--- config.mk ---
export PLATFORM = sky130hd
export DESIGN_NAME = exp_golomb_decode_flat
export DESIGN_NICKNAME = d
export VERILOG_FILES = /design/src/rtl/exp_golomb_decode_if.sv /design/src/rtl/exp_golomb_decode.sv /design/src/flat_wrapper.sv
export SDC_FILE = /design/constraint.sdc
export NUM_CORES = 1
export LEC_CHECK = 0
export CAP_MARGIN = 20
export CELL_PAD_IN_SITES_DETAIL_PLACEMENT = 0
export CELL_PAD_IN_SITES_GLOBAL_PLACEMENT = 1
export CORE_MARGIN = 2
export CORE_UTILIZATION = 46
export CTS_BUF_LIST = sky130_fd_sc_hd__clkbuf_4
export CTS_CLUSTER_SIZE = 8
export DETAILED_ROUTE_END_ITERATION = 10
export PLACE_DENSITY_LB_ADDON = 0.1
export SLEW_MARGIN = 20
export SYNTH_ARGS = -nofsm -noshare
export SYNTH_HDL_FRONTEND = slang
export SYNTH_SLANG_ARGS = --single-unit
--- constraint.sdc ---
create_clock -name clk -period 6.16 [get_ports clk]
set_input_delay 1.232 -clock clk [delete_from_list [all_inputs] [get_ports clk]]
set_output_delay 1.232 -clock clk [all_outputs]
set_load 0.01 [all_outputs]
--- src/rtl/exp_golomb_decode_if.sv ---
// ---------------------------------------------------------------------------
// exp_golomb_decode_if
// Handshake bundle for the bit-serial exp-Golomb decoder.
//   Input side : k, is_ac_level, in_valid, in_bit -> ; <- in_ready
//   Output side: out_valid, val, is_minus, codeword_length, error -> ;
//                <- out_ready
// modport slave  : the decoder
// modport master : the producer/consumer driving the decoder
// ---------------------------------------------------------------------------
interface exp_golomb_decode_if;
    logic [2:0]  k;
    logic        is_ac_level;
    logic        in_valid;
    logic        in_bit;
    logic        in_ready;
    logic        out_valid;
    logic        out_ready;
    logic [31:0] val;
    logic        is_minus;
    logic [31:0] codeword_length;
    logic        error;

    modport slave (
        input  k, is_ac_level, in_valid, in_bit, out_ready,
        output in_ready, out_valid, val, is_minus, codeword_length, error
    );

    modport master (
        output k, is_ac_level, in_valid, in_bit, out_ready,
        input  in_ready, out_valid, val, is_minus, codeword_length, error
    );
endinterface

--- src/rtl/exp_golomb_decode.sv ---
// ---------------------------------------------------------------------------
// exp_golomb_decode
// Bit-serial exponential-Golomb decoder. One codeword bit is accepted per
// cycle (in_valid && in_ready); the zero prefix is counted, the suffix
// gathered MSB-first and, in AC-level mode, a trailing sign bit taken.
// The result is held on out_valid until out_ready.
//   clk   : clock, rising edge
//   reset : asynchronous, active-high
//   bus   : exp_golomb_decode_if.slave (k, is_ac_level, in_valid, in_bit,
//           in_ready, out_valid, out_ready, val, is_minus,
//           codeword_length, error)
// Parameter MAX_PREFIX: largest legal zero-prefix count (<= 24 keeps the
// 32-bit accumulator from overflowing with k up to 7).
// Macro EXP_GOLOMB_DECODE_SIGN_EN: builds the SIGN state and honours
// is_ac_level; otherwise is_minus is 0 and is_ac_level is ignored.
// ---------------------------------------------------------------------------
module exp_golomb_decode #(
    parameter int unsigned MAX_PREFIX = 24
) (
    input  logic                     clk,
    input  logic                     reset,
    exp_golomb_decode_if.slave       bus
);
`ifdef EXP_GOLOMB_DECODE_SIGN_EN
    typedef enum logic [1:0] {PREFIX, SUFFIX, SIGN, OUT} state_t;
`else
    typedef enum logic [1:0] {PREFIX, SUFFIX, OUT} state_t;
`endif

    localparam logic [5:0] LP_MAXP = 6'(MAX_PREFIX);

    state_t      r_state, w_next;
    logic [5:0]  r_zcnt;
    logic [5:0]  r_rem;
    logic [31:0] r_acc;
    logic [2:0]  r_k;
    logic [31:0] r_val;
    logic [31:0] r_len;
    logic        r_error;

    logic        w_accept;
    logic [2:0]  w_k_eff;
    logic        w_ac_eff;
    logic [31:0] w_acc_next;
    logic [5:0]  w_rem_start;
    logic [31:0] w_val_fin;
    logic [31:0] w_len_fin;

    // The first accepted bit of a codeword must already use the port values
    // of k / is_ac_level, since the latched copies are written on that edge.
`ifdef EXP_GOLOMB_DECODE_SIGN_EN
    logic r_ac;
    logic r_minus;
    assign w_ac_eff = (r_state == PREFIX && r_zcnt == '0) ? bus.is_ac_level : r_ac;
    assign bus.is_minus = r_minus;
`else
    logic w_unused_ac;
    assign w_unused_ac  = bus.is_ac_level;
    assign w_ac_eff     = 1'b0;
    assign bus.is_minus = 1'b0;
`endif

    assign w_k_eff     = (r_state == PREFIX && r_zcnt == '0) ? bus.k : r_k;
    assign w_accept    = bus.in_valid && bus.in_ready;
    assign w_acc_next  = (r_state == PREFIX) ? 32'd1 : {r_acc[30:0], bus.in_bit};
    assign w_rem_start = r_zcnt + {3'b000, w_k_eff};
    assign w_val_fin   = w_acc_next - (32'd1 << w_k_eff);
    assign w_len_fin   = ({26'd0, r_zcnt} << 1) + {29'd0, w_k_eff} + 32'd1
                       + {31'd0, w_ac_eff};

    assign bus.in_ready        = !reset && (r_state != OUT);
    assign bus.out_valid       = (r_state == OUT);
    assign bus.val             = r_val;
    assign bus.codeword_length = r_len;
    assign bus.error           = r_error;

    always_ff @(posedge clk or posedge reset) begin
        if (reset) r_state <= PREFIX;
        else       r_state <= w_next;
    end

    always_comb begin
        w_next = r_state;
        case (r_state)
            PREFIX: if (w_accept) begin
                if (!bus.in_bit) begin
                    if (r_zcnt == LP_MAXP) w_next = OUT;
                end else if (w_rem_start == '0) begin
`ifdef EXP_GOLOMB_DECODE_SIGN_EN
                    w_next = w_ac_eff ? SIGN : OUT;
`else
                    w_next = OUT;
`endif
                end else begin
                    w_next = SUFFIX;
                end
            end
            SUFFIX: if (w_accept && r_rem == 6'd1) begin
`ifdef EXP_GOLOMB_DECODE_SIGN_EN
                w_next = w_ac_eff ? SIGN : OUT;
`else
                w_next = OUT;
`endif
            end
`ifdef EXP_GOLOMB_DECODE_SIGN_EN
            SIGN:   if (w_accept) w_next = OUT;
`endif
            OUT:    if (bus.out_ready) w_next = PREFIX;
            default: w_next = PREFIX;
        endcase
    end

    // Result registers are loaded when the last suffix bit (or the lone '1')
    // arrives, so SIGN only has to supply is_minus.
    always_ff @(posedge clk or posedge reset) begin
        if (reset) begin
            r_zcnt  <= '0;
            r_rem   <= '0;
            r_acc   <= '0;
            r_k     <= '0;
            r_val   <= '0;
            r_len   <= '0;
            r_error <= 1'b0;
`ifdef EXP_GOLOMB_DECODE_SIGN_EN
            r_ac    <= 1'b0;
            r_minus <= 1'b0;
`endif
        end else begin
            case (r_state)
                PREFIX: if (w_accept) begin
                    if (r_zcnt == '0) begin
                        r_k  <= bus.k;
`ifdef EXP_GOLOMB_DECODE_SIGN_EN
                        r_ac <= bus.is_ac_level;
`endif
                    end
                    if (!bus.in_bit) begin
                        r_zcnt <= r_zcnt + 6'd1;
                        if (r_zcnt == LP_MAXP) begin
                            r_error <= 1'b1;
                            r_val   <= '0;
                            r_len   <= {26'd0, r_zcnt} + 32'd1;
                        end
                    end else begin
                        r_acc <= w_acc_next;
                        r_rem <= w_rem_start;
                        if (w_rem_start == '0) begin
                            r_val <= w_val_fin;
                            r_len <= w_len_fin;
                        end
                    end
                end
                SUFFIX: if (w_accept) begin
                    r_acc <= w_acc_next;
                    r_rem <= r_rem - 6'd1;
                    if (r_rem == 6'd1) begin
                        r_val <= w_val_fin;
                        r_len <= w_len_fin;
                    end
                end
`ifdef EXP_GOLOMB_DECODE_SIGN_EN
                SIGN: if (w_accept) r_minus <= bus.in_bit;
`endif
                OUT: if (bus.out_ready) begin
                    r_zcnt  <= '0;
                    r_acc   <= '0;
                    r_error <= 1'b0;
`ifdef EXP_GOLOMB_DECODE_SIGN_EN
                    r_minus <= 1'b0;
`endif
                end
                default: ;
            endcase
        end
    end
endmodule
--- src/flat_wrapper.sv ---
// flat-port wrapper written by rule: the top's interface ports become plain ports
module exp_golomb_decode_flat 
#(
    parameter int unsigned MAX_PREFIX = 24
)
  (clk, reset, bus_k, bus_is_ac_level, bus_in_valid, bus_in_bit, bus_out_ready, bus_in_ready, bus_out_valid, bus_val, bus_is_minus, bus_codeword_length, bus_error);
  exp_golomb_decode_if bus_i ();
  input  logic clk;
  input  logic reset;
  input wire logic [$bits(bus_i.k)-1:0] bus_k;
  input wire logic [$bits(bus_i.is_ac_level)-1:0] bus_is_ac_level;
  input wire logic [$bits(bus_i.in_valid)-1:0] bus_in_valid;
  input wire logic [$bits(bus_i.in_bit)-1:0] bus_in_bit;
  input wire logic [$bits(bus_i.out_ready)-1:0] bus_out_ready;
  output wire logic [$bits(bus_i.in_ready)-1:0] bus_in_ready;
  output wire logic [$bits(bus_i.out_valid)-1:0] bus_out_valid;
  output wire logic [$bits(bus_i.val)-1:0] bus_val;
  output wire logic [$bits(bus_i.is_minus)-1:0] bus_is_minus;
  output wire logic [$bits(bus_i.codeword_length)-1:0] bus_codeword_length;
  output wire logic [$bits(bus_i.error)-1:0] bus_error;
  assign bus_i.k = bus_k;
  assign bus_i.is_ac_level = bus_is_ac_level;
  assign bus_i.in_valid = bus_in_valid;
  assign bus_i.in_bit = bus_in_bit;
  assign bus_i.out_ready = bus_out_ready;
  assign bus_in_ready = bus_i.in_ready;
  assign bus_out_valid = bus_i.out_valid;
  assign bus_val = bus_i.val;
  assign bus_is_minus = bus_i.is_minus;
  assign bus_codeword_length = bus_i.codeword_length;
  assign bus_error = bus_i.error;
  exp_golomb_decode #(.MAX_PREFIX(MAX_PREFIX)) u_core (.clk(clk), .reset(reset), .bus(bus_i));
endmodule
==> Word level (Yosys, flattened, before mapping) <==
Cells that the tools add are included.
Widths: inputs -> output; s select.
{ "classes": {"n_reduce_logical": 18, "n_addsub": 7, "shifts": 1, "n_eq_ne": 15, "muxes": 41} }
{ "ops": {"columns": ["operator", "n"], "rows": [
  ["$mux 32", 13],
  ["$pmux 32 s2", 2],
  ["$mux 31", 4],
  ["$pmux 31 s3", 1],
  ["$mux 6", 6],
  ["$add 32x1->32 const B", 1],
  ["$shl 1x3->32 const A", 1],
  ["$sub 32x32->32", 1],
  ["$pmux 6 s2", 2],
  ["$logic_not 6->1", 2],
  ["$mux 2", 6],
  ["$reduce_and 4->1", 3],
  ["$ne 2x2->1 const B", 5],
  ["$reduce_and 5->1", 2],
  ["$add 7x3->8", 1],
  ["$ne 2x1->1 const B", 4],
  ["$add 6x1->7 const B", 1],
  ["$add 6x1->6 const B", 1],
  ["$add 6x3->6", 1],
  ["$eq 6x1->1 const B", 1],
  ["$eq 6x5->1 const B", 1],
  ["$ne 3x3->1 const B", 2],
  ["$pmux 2 s3", 1],
  ["$reduce_and 6->1", 1],
  ["12 further kinds", 19]
]} }
{ "totals": {"elab_cells": 90, "ff_bits": 113, "input_bits": 9} }

==> Depth between registers and ports, before layout <==
Gate-level depths: netlist (run 1).
{ "logic_depth": {"depth_word": 9, "ltp_mapped": 17, "mapped_depth_nobuf": 15} }

==> Least setup slack after synthesis (run 1) <==
No wires, ideal clock.
{ "synth_path": {"path_kind": "reg-to-reg", "startpoint": "register u_core.r_zcnt[1]", "endpoint": "register u_core.r_val[31] (netlist: u_core.bus.val[31])", "required_time_ns": 6.033, "arrival_ns": 4.065, "setup_slack_ns": 1.968, "stages_incl_launch_ff": 15, "path_cell_list": "dfrtp_1 -> inv_1 -> ha_1 -> or3b_4 -> or4_1 -> buf_4 -> mux2_4 -> or3_1 -> ha_1 -> a21o_1 -> a21oi_1 -> a21oi_1 -> nor4b_1 -> and4_1 -> o31ai_1"} }
{ "synth_between": {"elab_chain_len": 9, "word_cells_on_any_way": 17, "cone_classes": "add/sub: 2; eq/ne: 3; shift: 1; mux: 7; reduce/logical: 4"} }
{ "synth_rtl": {"columns": ["item", "line", "source"], "rows": [
  ["start, declared", "exp_golomb_decode.sv:33", "logic [5:0] r_zcnt;"],
  ["start signal, assigned", "exp_golomb_decode.sv:138", "r_zcnt <= r_zcnt + 6'd1;"],
  ["$logic_not 6->1", "exp_golomb_decode.sv:63", "assign w_k_eff = (r_state == PREFIX && r_zcnt == '0) ? bus.k : r_k;"],
  ["$logic_and 1x1->1", "exp_golomb_decode.sv:63", null],
  ["$mux 3", "exp_golomb_decode.sv:63", null],
  ["$shl 1x3->32", "exp_golomb_decode.sv:67", "assign w_val_fin = w_acc_next - (32'd1 << w_k_eff);"],
  ["$sub 32x32->32", "exp_golomb_decode.sv:67", null],
  ["$mux 32", "exp_golomb_decode.sv:147", "if (w_rem_start == '0) begin"],
  ["$mux 32", "exp_golomb_decode.sv:137", "if (!bus.in_bit) begin"],
  ["$mux 32", "exp_golomb_decode.sv:130", "PREFIX: if (w_accept) begin"],
  ["$pmux 32 s2", "exp_golomb_decode.sv:129", "case (r_state)"],
  ["end signal, assigned", "exp_golomb_decode.sv:148", "r_val <= w_val_fin;"],
  ["end signal, assigned", "exp_golomb_decode.sv:157", "r_val <= w_val_fin;"],
  ["end, declared", "exp_golomb_decode.sv:37", "logic [31:0] r_val;"]
]} }
Parallel ways exist; a longest one is shown, timed or not. The select of a mux whose other input is x is not followed.
A chain may end at the register's enable or synchronous reset.

==> Worst setup path in the final report (run 1) <==
{ "layout_path": {"startpoint": "register u_core.r_zcnt[1]", "endpoint": "register u_core.r_val[25] (netlist: u_core.bus.val[25])"} }
The elaborated chain is that of the path after synthesis.

==> reports/metrics.csv, run 1 <==
metric,value,unit
clock_sinks,90,
cts_root_buffer,clkbuf_4,
vias,4821,
post_drt_wl_per_cell,16.45,um
slowest_stage,o21ai_4,
crit_chain,"inv_1, ha_1, or3b_4, or4_1, mux2i_4, inv_2, ha_1, inv_1, fa_1, nand2b_1, a211o_1, o2111a_1, o21ai_4, buf_4, nand2_1, o21ai_0",
first_global_vias,4530,
postRouteAntennaNets,0,
core.rowCount,40,
hold_class,register to register,
yosys_most_used_dff,dfrtp_1,
yosysTopAreaCellShare,39.74,%
drt_iter0_markers,462,
start_util,47.18,%
synth_largest_area_cell,dfrtp_1,
instances_no_fill,854,
finClkSkew,0.01718,ns
setup_violations,0,
synthesis.instances,671,
htree_levels,3,
antenna_found_initial,0,
cts_buffers,9,
status,"finished, final reports clean",
final_core_util,52.65,%
die_w,115.0,um
synth_cell_types,65,
ys_seq_area_share,39.74,%
startpoint_type,register,
grt_overflow,0,
p_leak,2.716,nW
track_usage,22.51,%
rsz0062_at_grt,no,
path_max_fanout,27,
placed_cells,837,
avgSynthCellArea,8.445,um^2
numPortBuffers,51,
clockBufferDepth,2,
reg2reg_slack,1.29,ns
ios,77,
required,6.53,ns
mappedNetlistArea,5667,um^2
routed_wirelength,14050,um
syn2layout_area_growth,11.59,%
max_freq,0.2054,GHz
place_ws,1.320,ns
ctsHoldBuffers,0,
die_h,115.0,um
slowest_delay,0.71,ns
crit_path_end_kind,register,
vias_per_cell,5.645,
clkSlewWorstSetupHoldPaths,0.13,ns
finalHoldViolCount,0,
cts_tree,built,
yosys_warnings,0,
firstDrtPassIters,5,
gp_routability_congestion,0.8887,
grt_pass1_wl,23370,um
dieArea,13220,um^2
cap_viol_max_count,0,
finalSetupTns,0,ns
synth.ff_latch_count,90,
nets,733,
slew_viol_final,0,
clk_latency,0.47,ns
path_class,register to register,
core-area,12010,um^2
drcViolationCount,0,
peakVddDrop,0.0001736,V
cts_setup_buffers,0,
n_antenna_cell,0,
finalCritPeriodShare,79.05,%
grt_max_degree,55,
final_layout_size_suffix_gt1_share,6.082,%
place_hpwl,10120,um
fin_ws,1.290,ns
cts_resized,0,
arrival,5.24,ns
fin_crit,4.870,ns
power_density,498.7,nW/um^2
synth_edf_count,0,
slew_headroom,33.02,%
synthArstFlopShare,100.0,%
ys_top_cells_by_area,"dfrtp_1 40%, nand2_1 8.4%, o21ai_0 5.7%",
tightestPinTransition,1.001,ns
==> worst max-delay path, delay by kind of cell (launching register included) <==
kind / cells / cell delay (ns)
multiplexers: 1 / 0.29
buffers and inverters: 4 / 0.69
AND/OR/NAND/NOR: 4 / 1.22
AO/OA/AOI/OAI: 4 / 1.31
adder cells (fa/ha/maj): 3 / 0.75
flip-flops: 1 / 0.50
==> synthesized netlist by cell type (15+ instances only) <==
cell,n
nand2b_1,15
nor2_1,37
nor3_1,20
nand3_1,28
clkbuf_1,33
ha_1,19
dfrtp_1,90
buf_4,26
nand2_1,127
xor2_1,16
a21oi_1,33
o21ai_0,64
==> worst paths after layout <==
kind,from,end,cells after the start
max reg2reg,u_core.r_zcnt[1]$_DFFE_PP0P_,u_core.bus.val[25]$_DFFE_PP0P_,16
max,u_core.r_zcnt[1]$_DFFE_PP0P_,u_core.bus.val[25]$_DFFE_PP0P_,16
max in group asynchronous,reset,u_core.r_acc[16]$_DFFE_PP0P_,3
min reg2reg,u_core.bus.val[8]$_DFFE_PP0P_,u_core.bus.val[8]$_DFFE_PP0P_,2
min in group asynchronous,reset,u_core.r_zcnt[2]$_DFFE_PP0P_,2
min,u_core.bus.val[8]$_DFFE_PP0P_,u_core.bus.val[8]$_DFFE_PP0P_,2
==> metal layers <==
metal | part of all wire, % | wire (um) | track usage (%)
met5 | 0 | 0 | 0
met4 | 1.4 | 202 | 7.631
met3 | 4.2 | 590 | 2.847
met2 | 42 | 5938 | 32.51
met1 | 52 | 7318 | 34.74
==> area by class of cell <==
cell class	instances	area, um^2
Clock buffer	11	82.58
Clock inverter	5	21.27
Fill cell	1172	5688
Inverter	15	57.56
Multi-Input combinational cell	527	3136
Sequential cell	90	2252
Tap cell	147	183.9
Timing Repair Buffer	59	590.6
==> placed cells by master (no fill, tap or decap), drive strengths merged, types with 9 or more instances in the layout <==
cell / instances
nand2b: 15
o21ai: 66
nor3: 21
clkbuf: 11
clkdlybuf4s50: 51
nor2: 37
xor2: 16
dfrtp: 90
or3: 11
xnor2: 9
o31ai: 14
inv: 13
nor4: 10
nand2: 127
and2: 10
ha: 19
a21oi: 33
conb: 24
nand3: 28
==> state kept, by name (all words and copies together) (netlist names) <==
| name | count |
|---|---|
| u_core.bus.codeword_length | 9 |
| u_core.bus.error | 1 |
| u_core.bus.val | 32 |
| u_core.r_acc | 31 |
| u_core.r_k | 3 |
| u_core.r_rem | 6 |
| u_core.r_state | 2 |
| u_core.r_zcnt | 6 |
==> where the power goes <==
group / internal, mW / switching [mW]
clock: 0.0871 / 0.198
combinational: 0.805 / 1.14
sequential: 0.760 / 0.160
total: 1.65 / 1.50
==> stage by stage <==
stage	power [mW]	instance area [um^2]	hold slack, ns
after floorplan	2.216	5753	0.4521
after global placement	2.813	6186	0.4614
after detailed placement	2.851	6186	0.4705
after CTS	3.142	6290	0.4982
after global routing	3.425	6324	0.5229
final	3.153	6324	0.4939
==> logic make-up (layout without fill, tap and decap cells) <==
logic type,Yosys count,count (layout),share of synthesized area [%]
DFF,90,90,39.74
buffers and inverters,77,90,6.977
muxes,9,9,2.009
adders and majority gates,22,22,5.255
AOI/OAI and AO/OA,157,157,17.38
xor gates and xnor gates,25,25,3.864
other,1,24,0.06618
and+or+nand+nor,290,290,24.71
No activity file was read; power rests on OpenSTA's default activity.
==> run 2: changes to the inputs <==
CORE_UTILIZATION = 43   (was 46)
clock period = 4.9 ns   (was 6.16 ns; I/O delays follow)
==> run 2 against run 1 <==
Clock skew is 0.0066 ns higher; via count grew 0.17%; non-clock buffer count increased by 9; critical path type unchanged.
==> reports/metrics.csv, run 2 (same netlist as run 1, synthesis figures left out) <==
metric,value,unit,change
status,"finished, final reports clean",,
syn2layout_area_growth,13.51,%,
power,4.057,mW,+29%
holdPathEnd,u_core.bus.val[3]$_DFFE_PP0P_,,
largest_register_ffs,32,,unchanged
path_max_fanout,15,,-44%
numPortBuffers,51,,unchanged
first_global_vias,4449,,-1.8%
arrival,4.88,ns,-0.36 ns
die_w,118.8,um,+3.3%
multiInputGateArea,3129,um^2,-0.20%
hold_class,register to register,,
drt_iter0_markers,339,,-27%
min_path_cells,2,,unchanged
grt_pass1_wl,23540,um,+0.74%
final_common_cell,nand2_1,,
track_usage,20.92,%,-1.6 points
required,5.26,ns,-1.27 ns
startpoint_type,register,,
finalCritPeriodShare,92.17,%,+13 points
grt_overflow,0,,unchanged
clock_sinks,90,,unchanged
final_cell_mix,"127 x nand2_1, 90 x dfrtp_1, 64 x o21ai_0, 51 x clkdlybuf4s50_1, 37 x nor2_1",,
clockBufferDepth,2,,unchanged
crit_path_end_kind,register,,
peakVddDrop,0.0002387,V,+37%
finalHoldViolCount,0,,unchanged
postRouteAntennaNets,0,,unchanged
final_layout_size_suffix_gt1_share,7.682,%,+1.6 points
grt_max_degree,59,,+7.3%
r2r-start,u_core.r_zcnt[1]$_DFFE_PP0P_,,
htree_levels,3,,unchanged
hp-start,u_core.bus.val[3]$_DFFE_PP0P_,,
drcViolationCount,0,,unchanged
postPlaceCellArea,6292,um^2,+1.7%
die_h,118.8,um,+3.3%
firstDrtPassIters,5,,unchanged
routed_wirelength,14240,um,+1.3%
cts_buffers,9,,unchanged
clk_latency,0.47,ns,about the same
finalSetupTns,0,ns,unchanged
cts_resized,0,,unchanged
rsz0062_at_grt,no,,
antenna_found_initial,1,,+1
vias,4829,,+0.17%
power_density,630.7,nW/um^2,+26%
final_area,6432,um^2,+1.7%
slew_headroom,30.66,%,-2.4 points
reg2reg_slack,0.38,ns,-0.91 ns
max_freq,0.2214,GHz,+7.8%
fillCellCount,1255,,+7.1%
fin_crit,4.517,ns,-0.3530 ns
dieArea,14110,um^2,+6.7%
cap_viol_max_count,0,,unchanged
tightestPinTransition,1.035,ns,+0.03350 ns
cts_tree,built,,
p_leak,2.761,nW,+1.6%
gp_routability_congestion,0.8540,,-3.9%
core-area,12720,um^2,+5.9%
cts_root_buffer,clkbuf_4,,
ios,77,,unchanged
cts_setup_buffers,0,,unchanged
reg2regPathDepth,15,,-1
path_class,register to register,,
slew_viol_final,0,,unchanged
clkSlewWorstSetupHoldPaths,0.15,ns,+0.02 ns
timing.rr.end,u_core.bus.val[5]$_DFFE_PP0P_,,
setup_violations,0,,unchanged
vias_per_cell,5.432,,-3.8%
ctsHoldBuffers,0,,unchanged
nets,742,,+1.2%
start_util,44.54,%,-2.6 points
finClkSkew,0.02373,ns,+0.006550 ns
core.rowCount,41,,+2.5%
place_hpwl,10310,um,+1.8%
regArea,2252,um^2,unchanged
post_drt_wl_per_cell,16.01,um,-2.7%
## run 2: worst max-delay path by stage
stage	startpoint	end	slack [ns]	cells past startpoint
6_report	u_core.r_zcnt[1]$_DFFE_PP0P_	u_core.bus.val[5]$_DFFE_PP0P_	0.38	15
5_1_grt	u_core.r_zcnt[1]$_DFFE_PP0P_	u_core.bus.val[6]$_DFFE_PP0P_	0.04	16
4_1_cts	u_core.r_zcnt[1]$_DFFE_PP0P_	u_core.bus.val[5]$_DFFE_PP0P_	0.34	15
3_5_place_dp	u_core.r_zcnt[1]$_DFFE_PP0P_	u_core.bus.codeword_length[1]$_DFFE_PP0P_	0.39	15
3_3_place_gp	u_core.r_zcnt[1]$_DFFE_PP0P_	u_core.bus.val[5]$_DFFE_PP0P_	0.46	15
2_1_floorplan	u_core.r_zcnt[1]$_DFFE_PP0P_	u_core.bus.val[31]$_DFFE_PP0P_	0.71	14
## run 2: cell type report
type | instances | share of cell area, %
tap | 172 | 3.346
clock inverter | 5 | 0.8559
multi-input combinational | 527 | 48.65
timing repair buffer | 68 | 9.920
inverter | 15 | 0.8948
clock buffer | 11 | 1.284
antenna | 1 | 0.03890
sequential | 90 | 35.01
## run 2: report_power, final
group,switching [mW],internal (mW)
registers,0.155,0.956
clock network,0.265,0.165
logic,1.46,1.06
## run 2: critical path: stages (launching register included)
cell,delay [ns]
dfrtp_1,0.40
inv_1,0.10
ha_1,0.15
or3b_4,0.40
or4_1,0.58
mux2i_4,0.30
inv_2,0.13
ha_1,0.21
inv_1,0.07
fa_1,0.43
nand2b_1,0.19
a31oi_1,0.22
o2111a_1,0.34
o21a_1,0.24
nand2_1,0.32
o31ai_1,0.33
## run 2: per-stage QoR
step / util, % / hold WS, ns / setup WS, ns / instances
6_report: 50.56 / 0.4912 / 0.3835 / 889
3_5_place_dp: 49.46 / 0.4693 / 0.3938 / 872
3_3_place_gp: 49.46 / 0.4624 / 0.4647 / 872
2_1_floorplan: - / 0.4521 / 0.7081 / 694
5_1_grt: 50.56 / 0.5129 / 0.03862 / 889
4_1_cts: 50.54 / 0.4972 / 0.3393 / 888
## run 2: metal layers
| layer | vias to the layer above | global-route usage (%) | share of wire (%) |
|---|---|---|---|
| met5 | - | 0 | 0 |
| met4 | 0 | 7.440 | 1.7 |
| met3 | 19 | 3.378 | 4.5 |
| met2 | 121 | 29.92 | 42 |
| met1 | 2297 | 31.64 | 51 |
| li1 | 2392 | - | - |
==> run 3: changes to the inputs <==
SLEW_MARGIN = default   (was 20)
==> results of run 3 <==
The final DEF is identical to that of run 2; final timing and power are the same.
